==> src/rtl/fifo_drain.sv <==
// rtl/fifo_drain.sv - read-side FIFO consumer feeding a valid/ready stream; FIFO_DRAIN_CNT_EN enables the delivered-word counter
module fifo_drain #(
    parameter int DWIDTH = 8,
    parameter int CWIDTH = 16
) (
    input  logic              clk,
    input  logic              rst,
    input  logic              drain_en,
    input  logic              fifo_empty,
    output logic              fifo_rd_en,
    input  logic [DWIDTH-1:0] fifo_rdata,
    output logic              out_valid,
    input  logic              out_ready,
    output logic [DWIDTH-1:0] out_data,
    output logic [CWIDTH-1:0] word_cnt
);

    logic [1:0]        occ_q, occ_d;
    logic              pend_q;
    logic [DWIDTH-1:0] buf0_q, buf0_d;
    logic [DWIDTH-1:0] buf1_q, buf1_d;
    logic              pop;
    logic              has_space;
    logic [1:0]        slot;

    assign pop       = out_valid & out_ready;
    // A slot is free if the buffer plus the in-flight read leaves room, or the head leaves this cycle.
    assign has_space = ((occ_q + {1'b0, pend_q}) < 2'd2) | pop;
    assign fifo_rd_en = !rst & drain_en & !fifo_empty & has_space;

    assign out_valid = (occ_q != 2'd0);
    assign out_data  = buf0_q;

    // The captured word lands in the first slot left free after this cycle's pop.
    assign slot = occ_q - {1'b0, pop};

    // Next-state for the two-entry buffer: shift on pop, then place the returning FIFO word.
    always_comb begin
        buf0_d = buf0_q;
        buf1_d = buf1_q;
        if (pop) begin
            buf0_d = buf1_q;
        end
        if (pend_q) begin
            if (slot == 2'd0) begin
                buf0_d = fifo_rdata;
            end else begin
                buf1_d = fifo_rdata;
            end
        end
        occ_d = occ_q + {1'b0, pend_q} - {1'b0, pop};
    end

    // Buffer, occupancy and in-flight read tracking.
    always_ff @(posedge clk or posedge rst) begin
        if (rst) begin
            occ_q  <= 2'd0;
            pend_q <= 1'b0;
            buf0_q <= '0;
            buf1_q <= '0;
        end else begin
            occ_q  <= occ_d;
            pend_q <= fifo_rd_en;
            buf0_q <= buf0_d;
            buf1_q <= buf1_d;
        end
    end

`ifdef FIFO_DRAIN_CNT_EN
    logic [CWIDTH-1:0] cnt_q;

    // Delivered-word counter, wraps naturally at 2^CWIDTH.
    always_ff @(posedge clk or posedge rst) begin
        if (rst) begin
            cnt_q <= '0;
        end else if (pop) begin
            cnt_q <= cnt_q + CWIDTH'(1);
        end
    end

    assign word_cnt = cnt_q;
`else
    assign word_cnt = '0;
`endif

    // Space accounting must never let the buffer exceed its two entries.
    assert property (@(posedge clk) disable iff (rst) (occ_q <= 2'd2));

endmodule
==> config.mk <==
export PLATFORM = sky130hd
export DESIGN_NAME = fifo_drain
export DESIGN_NICKNAME = d
export VERILOG_FILES = /design/src/rtl/fifo_drain.sv
export SDC_FILE = /design/constraint.sdc
export NUM_CORES = 1
export LEC_CHECK = 0
export ABC_AREA = 1
export BUFFER_PORTS_ARGS = -buffer_cell sky130_fd_sc_hd__buf_2
export CORE_MARGIN = 8
export CORE_UTILIZATION = 47
export DETAILED_ROUTE_END_ITERATION = 10
export GPL_TIMING_DRIVEN = 0
export PLACE_DENSITY_LB_ADDON = 0.12
export REMOVE_ABC_BUFFERS = 1
export SLEW_MARGIN = 25
export SYNTH_ARGS = -nofsm -noshare
export SYNTH_HDL_FRONTEND = slang
export SYNTH_SLANG_ARGS = --single-unit
==> constraint.sdc <==
create_clock -name clk -period 3.3 [get_ports clk]
set_clock_uncertainty 0.15 [all_clocks]
set_input_delay 0 -clock clk [delete_from_list [all_inputs] [get_ports clk]]
set_output_delay 0 -clock clk [all_outputs]
set_load 0.05 [all_outputs]
==> qor.csv, run 1 <==
stage,metric,value,unit
global_routing,vias in the first global route,905,
cts,hold buffers post-CTS,14,
routing,wire length reported by the detailed router,2419,um
sta,post-layout minimum cycle time,2032,ps
power,ratio of total power to cell area,922.6,mW/mm^2
worst_setup_path,crit path capture type,primary output,
cts,clk_lat worst skew,300,ps
yosys,post-synthesis sequential element count,19,
die,die height,64.70,um
worst_setup_path,slowest stage cell on the critical path,dfrtp_1,
worst_setup_path,maximum cell stage delay along the critical path,730,ps
sta,number of slew-limit violations in the final report,0,
power,Peak VDD IR,0.4416,mV
routing,vias per cell,4.475,
yosys,post-synthesis instance area,0.001115,sq mm
yosys,synthesized netlist cell count,139,
power,part of the total power dissipated in the clock network,9.7,%
job,max-cap check violation count,0,
global_routing,total global routing overflow,0,
worst_setup_path,cell-by-cell listing of the critical path,ha_1 > xor2_1 > a21oi_1 > buf_2,
die,top-level port count,39,
finish,Filler cells,218,
routing,post-route ant nets,0,
sta,worst-case headroom to the max-slew limit,50.26,%
cts,total clock buffers created by CTS,3,
finish,utilization of the core after routing,60.34,%
worst_setup_path,CP max FO,11,
sta,Finish-stage setup viols,0,
place,final RePlAce weighted congestion,0.7395,
sta,RSZ-0062 raised after global routing,no,
global_routing,global-route wire length before repair,4077,um
power,share of power burned in registers,33.1,%
power,internal power consumption,601.3,uW
min_path,HP Class,in -> reg,
finish,number of nets in the final layout,192,
die,standard-cell row count,17,
cts,CTS tree,built,
routing,remaining design rule violation count,0,
finish,"most common cell after layout, fill and taps aside",nand2_1,
die,die width,64.70,um
routing,total number of vias,913,
sta,top achievable clock speed,492.2,MHz
finish,Antenna Cells,0,
cts,buffers inserted during post-CTS setup optimization,0,
finish,share of cells above drive strength 1,19.89,%
power,switching part of the total power,51.63,%
sta,Tcrit/Tclk final,61.57,%
cts,clock transition at the registers of the reported paths,120,ps
routing,detailed-route wire length per cell,11.86,um
cts,Max Buffers Root-to-Sink,2,
power,standby leakage power,0.0007841,uW
global_routing,maximum number of pins on one net before global-route repair,20,
worst_setup_path,worst setup path category,reg -> out,
die,core area,0.002233,sq mm
yosys,post-synth cell types,18,
place,number of buffers added on ports,22,
finish,Area growth syn-to-layout,20.88,%
global_routing,All-Layer GR Usage,12.17,%
cts,clock root cell,clkbuf_4,
power,combinational group share of total power,57.2,%
sta,slew of the pin with the lowest slew margin,745.3,ps
sta,Total Neg Setup Slack,0,ps
cts,Sink Count,19,
cts,CTS H-tree depth,1,
die,initial standard-cell utilization of the core,49.92,%
die,die area,0.004186,sq mm
global_routing,initial antenna violation count,0,
routing,number of DRC markers in iteration 0,19,
worst_setup_path,required time reported for the critical path endpoint,3150,ps
worst_setup_path,Critical Path Source Type,flip-flop,
status,run status,"finished, final reports clean",
cts,count of instances resized after the clock tree is built,0,
sta,final hold violation count,0,
worst_setup_path,Arrival @ worst endpoint,1880,ps
yosys,sequential share of the synthesized area,42.65,%
yosys,mean area per synthesized cell,8.020,sq um
power,power spent charging and discharging nets,641.8,uW
finish,area taken by flip-flops and latches,475.5,sq um
finish,multi-input combinational cell area,467.9,sq um
yosys,total number of yosys warnings,0,
place,sum of net half-perimeters after detailed placement,1669,um
routing,number of optimization iterations in the first detailed-route pass,4,
finish,"commonest cells after routing, fill and taps aside","42 x nand2_1, 24 x nand3_1, 22 x buf_2",
[layout make-up]
class / instances / share of cell area (%)
clock buffers: 3 / 1.671
multi-input cells: 94 / 34.73
flip-flops and latches: 19 / 35.28
repair buffers: 36 / 18.57
clock inverters: 1 / 0.3714
well taps: 28 / 2.600
inverters: 23 / 6.778
[state kept, by name, indices dropped and copies added (netlist names)]
signal    flops
buf1_q        8
pend_q        1
out_data      8
occ_q         2
[cell families after synthesis]
group	Yosys count	synth area share [%]
xor+xnor	2	1.572
simple gates	71	30.08
other cells	1	0.3364
compound gates	3	2.694
flops	19	42.65
fa+ha+maj	2	2.244
buf+inv	41	20.43
[power by group through the flow]
stage | Clock [uW] | Sequential, uW | Combinational, uW
5_1_grt | 136 | 426 | 782
3_3_place_gp | 0 | 415 | 662
4_1_cts | 123 | 413 | 717
2_1_floorplan | 0 | 590 | 365
6_report | 121 | 412 | 711
3_5_place_dp | 0 | 418 | 673
[final timing paths]
| path | from | cells after the start | to | slack [ps] |
|---|---|---|---|---|
| setup / recovery | pend_q | 4 | fifo_rd_en | 1270 |
| setup reg to reg | occ_q[1] | 5 | out_data[7] | 1390 |
| hold reg to reg | buf1_q[5] | 2 | buf1_q[5] | 340 |
| hold / removal | out_ready | 4 | out_data[1] | 0.4 |
| max in group asynchronous | rst | 3 | out_data[0] | 2290 |
| min in group asynchronous | rst | 3 | buf1_q[4] | 240 |
[cell usage after synthesis (all sizes together)]
library cell | instances | area share, %
nor2 | 1 | 0.34
nand2 | 46 | 19
ha | 2 | 2.2
a21oi | 1 | 0.45
xor2 | 2 | 1.6
dfrtp | 19 | 43
inv | 23 | 8.2
conb | 1 | 0.34
buf | 18 | 12
nand3 | 24 | 11
o21ai | 2 | 2.2
[layer usage]
| metal | routed length, um | vias to the layer above | share of wire, % | track usage, % |
|---|---|---|---|---|
| met5 | 0 | - | 0 | 0 |
| met3 | 199 | 4 | 8.2 | 4.811 |
| met2 | 1091 | 36 | 45 | 18.14 |
| li1 | - | 466 | - | - |
| met1 | 1086 | 407 | 45 | 15.23 |
| met4 | 40 | 0 | 1.7 | 5.177 |
[worst max-delay path, delay by kind of cell (launching register included)]
family          cells  cell delay, ps
buf+inv             1             240
xor+xnor            1             230
compound gates      1             120
flops               1             730
fa+ha+maj           1             270
[metrics by stage]
| stage | worst slack [ps] | instances | hold slack [ps] | total power [uW] | instance area, sq um |
|---|---|---|---|---|---|
| finish | 1268 | 204 | 0.4468 | 1243 | 1348 |
| global placement | 1623 | 186 | 21.61 | 1076 | 1180 |
| floorplan | 1192 | 136 | -198.9 | 954.9 | 1035 |
| detailed placement | 1609 | 186 | 26.36 | 1091 | 1180 |
| CTS | 1254 | 204 | 2.086 | 1254 | 1348 |
| global route | 1120 | 204 | 11.76 | 1343 | 1348 |
Note: power is estimated with default switching activity, not from simulation.
==> run 2: changes to the inputs <==
==> constraint.sdc (replaced) <==
create_clock -name clk -period 2.1 [get_ports clk]
set_clock_uncertainty 0.15 [all_clocks]
set_input_delay 0 -clock clk [delete_from_list [all_inputs] [get_ports clk]]
set_output_delay 0 -clock clk [all_outputs]
set_load 0.05 [all_outputs]
==> run 2 against run 1 <==
- first-iteration DRC count is 16% lower
- setup slack worse by 1100 ps
- core utilization is 0.056 points higher
- non-clock buffer count stayed put
- global-route usage stayed put
- routed wire length is 0.50% higher
- critical path type is now in -> out
- largest power group unchanged
==> qor.csv, run 2 (synthesized netlist as in run 1, its figures left out) <==
stage,metric,value,unit,change
cts,clock root cell,clkbuf_4,,
die,core area,0.002233,sq mm,unchanged
min_path,HP Class,in -> reg,,
worst_setup_path,maximum cell stage delay along the critical path,550,ps,-180 ps
cts,clock transition at the registers of the reported paths,110,ps,about the same
place,number of buffers added on ports,22,,unchanged
power,share of power burned in registers,33.2,%,about the same
cts,clk_lat worst skew,290,ps,about the same
place,final RePlAce weighted congestion,0.7395,,unchanged
die,die area,0.004186,sq mm,unchanged
power,ratio of total power to cell area,1448,mW/mm^2,+57%
cts,Max Buffers Root-to-Sink,2,,unchanged
routing,vias per cell,4.480,,+0.11%
worst_setup_path,Critical Path Source Type,input pin,,
finish,share of cells above drive strength 1,20.45,%,+0.57 points
cts,Sink Count,19,,unchanged
sta,Finish-stage setup viols,0,,unchanged
global_routing,global-route wire length before repair,4077,um,unchanged
routing,wire length reported by the detailed router,2431,um,+0.50%
cts,CTS tree,built,,
worst_setup_path,CP max FO,2,,-9
finish,Area growth syn-to-layout,20.99,%,about the same
routing,number of DRC markers in iteration 0,16,,-3
place,sum of net half-perimeters after detailed placement,1669,um,unchanged
power,standby leakage power,0.0007825,uW,-0.20%
sta,Tcrit/Tclk final,93.93,%,
sta,number of slew-limit violations in the final report,0,,unchanged
finish,number of nets in the final layout,192,,unchanged
power,Peak VDD IR,0.6955,mV,+58%
finish,"commonest cells after routing, fill and taps aside","42 x nand2_1, 24 x nand3_1, 22 x buf_2",,
power,part of the total power dissipated in the clock network,9.6,%,about the same
global_routing,All-Layer GR Usage,12.17,%,unchanged
sta,worst-case headroom to the max-slew limit,51.43,%,+1.2 points
job,max-cap check violation count,0,,unchanged
die,die height,64.70,um,unchanged
routing,total number of vias,914,,+0.11%
die,top-level port count,39,,unchanged
sta,top achievable clock speed,507.0,MHz,
die,initial standard-cell utilization of the core,49.92,%,unchanged
finish,"most common cell after layout, fill and taps aside",nand2_1,,
power,switching part of the total power,51.57,%,-0.057 points
worst_setup_path,crit path capture type,primary output,,
sta,post-layout minimum cycle time,1972,ps,
global_routing,total global routing overflow,0,,unchanged
finish,number of standard cells in the final layout excluding fillers,204,,unchanged
place,dpl cells,186,,unchanged
worst_setup_path,required time reported for the critical path endpoint,1950,ps,-1200 ps
cts,total clock buffers created by CTS,3,,unchanged
global_routing,initial antenna violation count,0,,unchanged
worst_setup_path,worst setup path category,in -> out,,
finish,Filler cells,218,,unchanged
routing,number of optimization iterations in the first detailed-route pass,5,,+1
routing,detailed-route wire length per cell,11.92,um,+0.50%
worst_setup_path,slowest stage cell on the critical path,dlygate4sd3_1,,
worst_setup_path,cell-by-cell listing of the critical path,dlygate4sd3_1 > buf_2 > nor2_1 > nand2_1 > dlygate4sd3_1 > a21oi_1 > buf_2,,
power,internal power consumption,945.7,uW,+57%
power,power spent charging and discharging nets,1007,uW,+57%
global_routing,vias in the first global route,905,,unchanged
sta,RSZ-0062 raised after global routing,no,,
worst_setup_path,Arrival @ worst endpoint,1820,ps,-60 ps
sta,slew of the pin with the lowest slew margin,727.7,ps,-17.51 ps
die,die width,64.70,um,unchanged
routing,post-route ant nets,0,,unchanged
sta,Hold Slack,1.976,ps,+1.529 ps
routing,remaining design rule violation count,0,,unchanged
status,run status,"finished, final reports clean",,
global_routing,maximum number of pins on one net before global-route repair,20,,unchanged
finish,Antenna Cells,0,,unchanged
cts,CTS H-tree depth,1,,unchanged
power,combinational group share of total power,57.2,%,about the same
sta,final hold violation count,0,,unchanged
die,standard-cell row count,17,,unchanged
## run 2: changes by cell type in the layout (fill, tap and decap cells not counted)
cell     delta
dfrtp_1     -1
dfrtp_2     +1
## run 2: area by class of cell
cell class,count,area [sq um],area share (%)
Timing Repair Buffer,36,250.2,18.55
Clock buffer,3,22.52,1.670
Tap cell,28,35.03,2.597
Multi-Input combinational cell,94,467.9,34.69
Inverter,23,91.34,6.772
Clock inverter,1,5.005,0.3711
Sequential cell,19,476.7,35.34
## run 2: power groups by stage
stage | logic, uW | registers, uW | clock network (uW)
finish | 1120 | 649 | 187
global route | 1230 | 671 | 212
CTS | 1130 | 649 | 194
detailed placement | 1060 | 658 | 0
global placement | 1040 | 652 | 0
floorplan | 573 | 928 | 0
## run 2: critical path: cells and delay by family
family | cells | cell delay [ps]
AOI/OAI and AO/OA | 1 | 170
and+or+nand+nor | 2 | 140
buffers and inverters | 4 | 1520
## run 2: layer usage
metal  global-route usage, %  part of all wire [%]
met3                   4.811                   8.3
met4                   5.177                   1.6
met2                   18.14                    45
met1                   15.23                    45
met5                       0                     0
## run 2: path summary, 6_finish.rpt
check / start / end / slack, ps / cells past startpoint
setup / recovery: rst / fifo_rd_en / 130 / 7
hold / removal: out_ready / out_data[5] / 2 / 4
setup reg to reg: occ_q[1] / out_data[7] / 180 / 5
hold reg to reg: buf1_q[5] / buf1_q[5] / 340 / 2
max in group asynchronous: rst / pend_q / 1060 / 3
min in group asynchronous: rst / buf1_q[4] / 230 / 3
## run 2: stage by stage
step	total power, uW	util [%]	TNS, ps	instance area (sq um)	setup slack (ps)
after floorplan	1501	-	-7.560	1035	-7.560
after global placement	1691	52.83	0	1180	423.4
after detailed placement	1715	52.83	0	1180	408.6
after CTS	1970	60.34	0	1348	54.11
after global routing	2111	60.39	0	1349	38.49
final	1953	60.39	0	1349	127.5
## run 2: repair_timing
action,in CTS,in global routing
gates resized for setup,0,1
hold endpoints to repair,36,0
buffers inserted,0,0
endpoints found under the setup margin,0,1
hold buffers,14,0
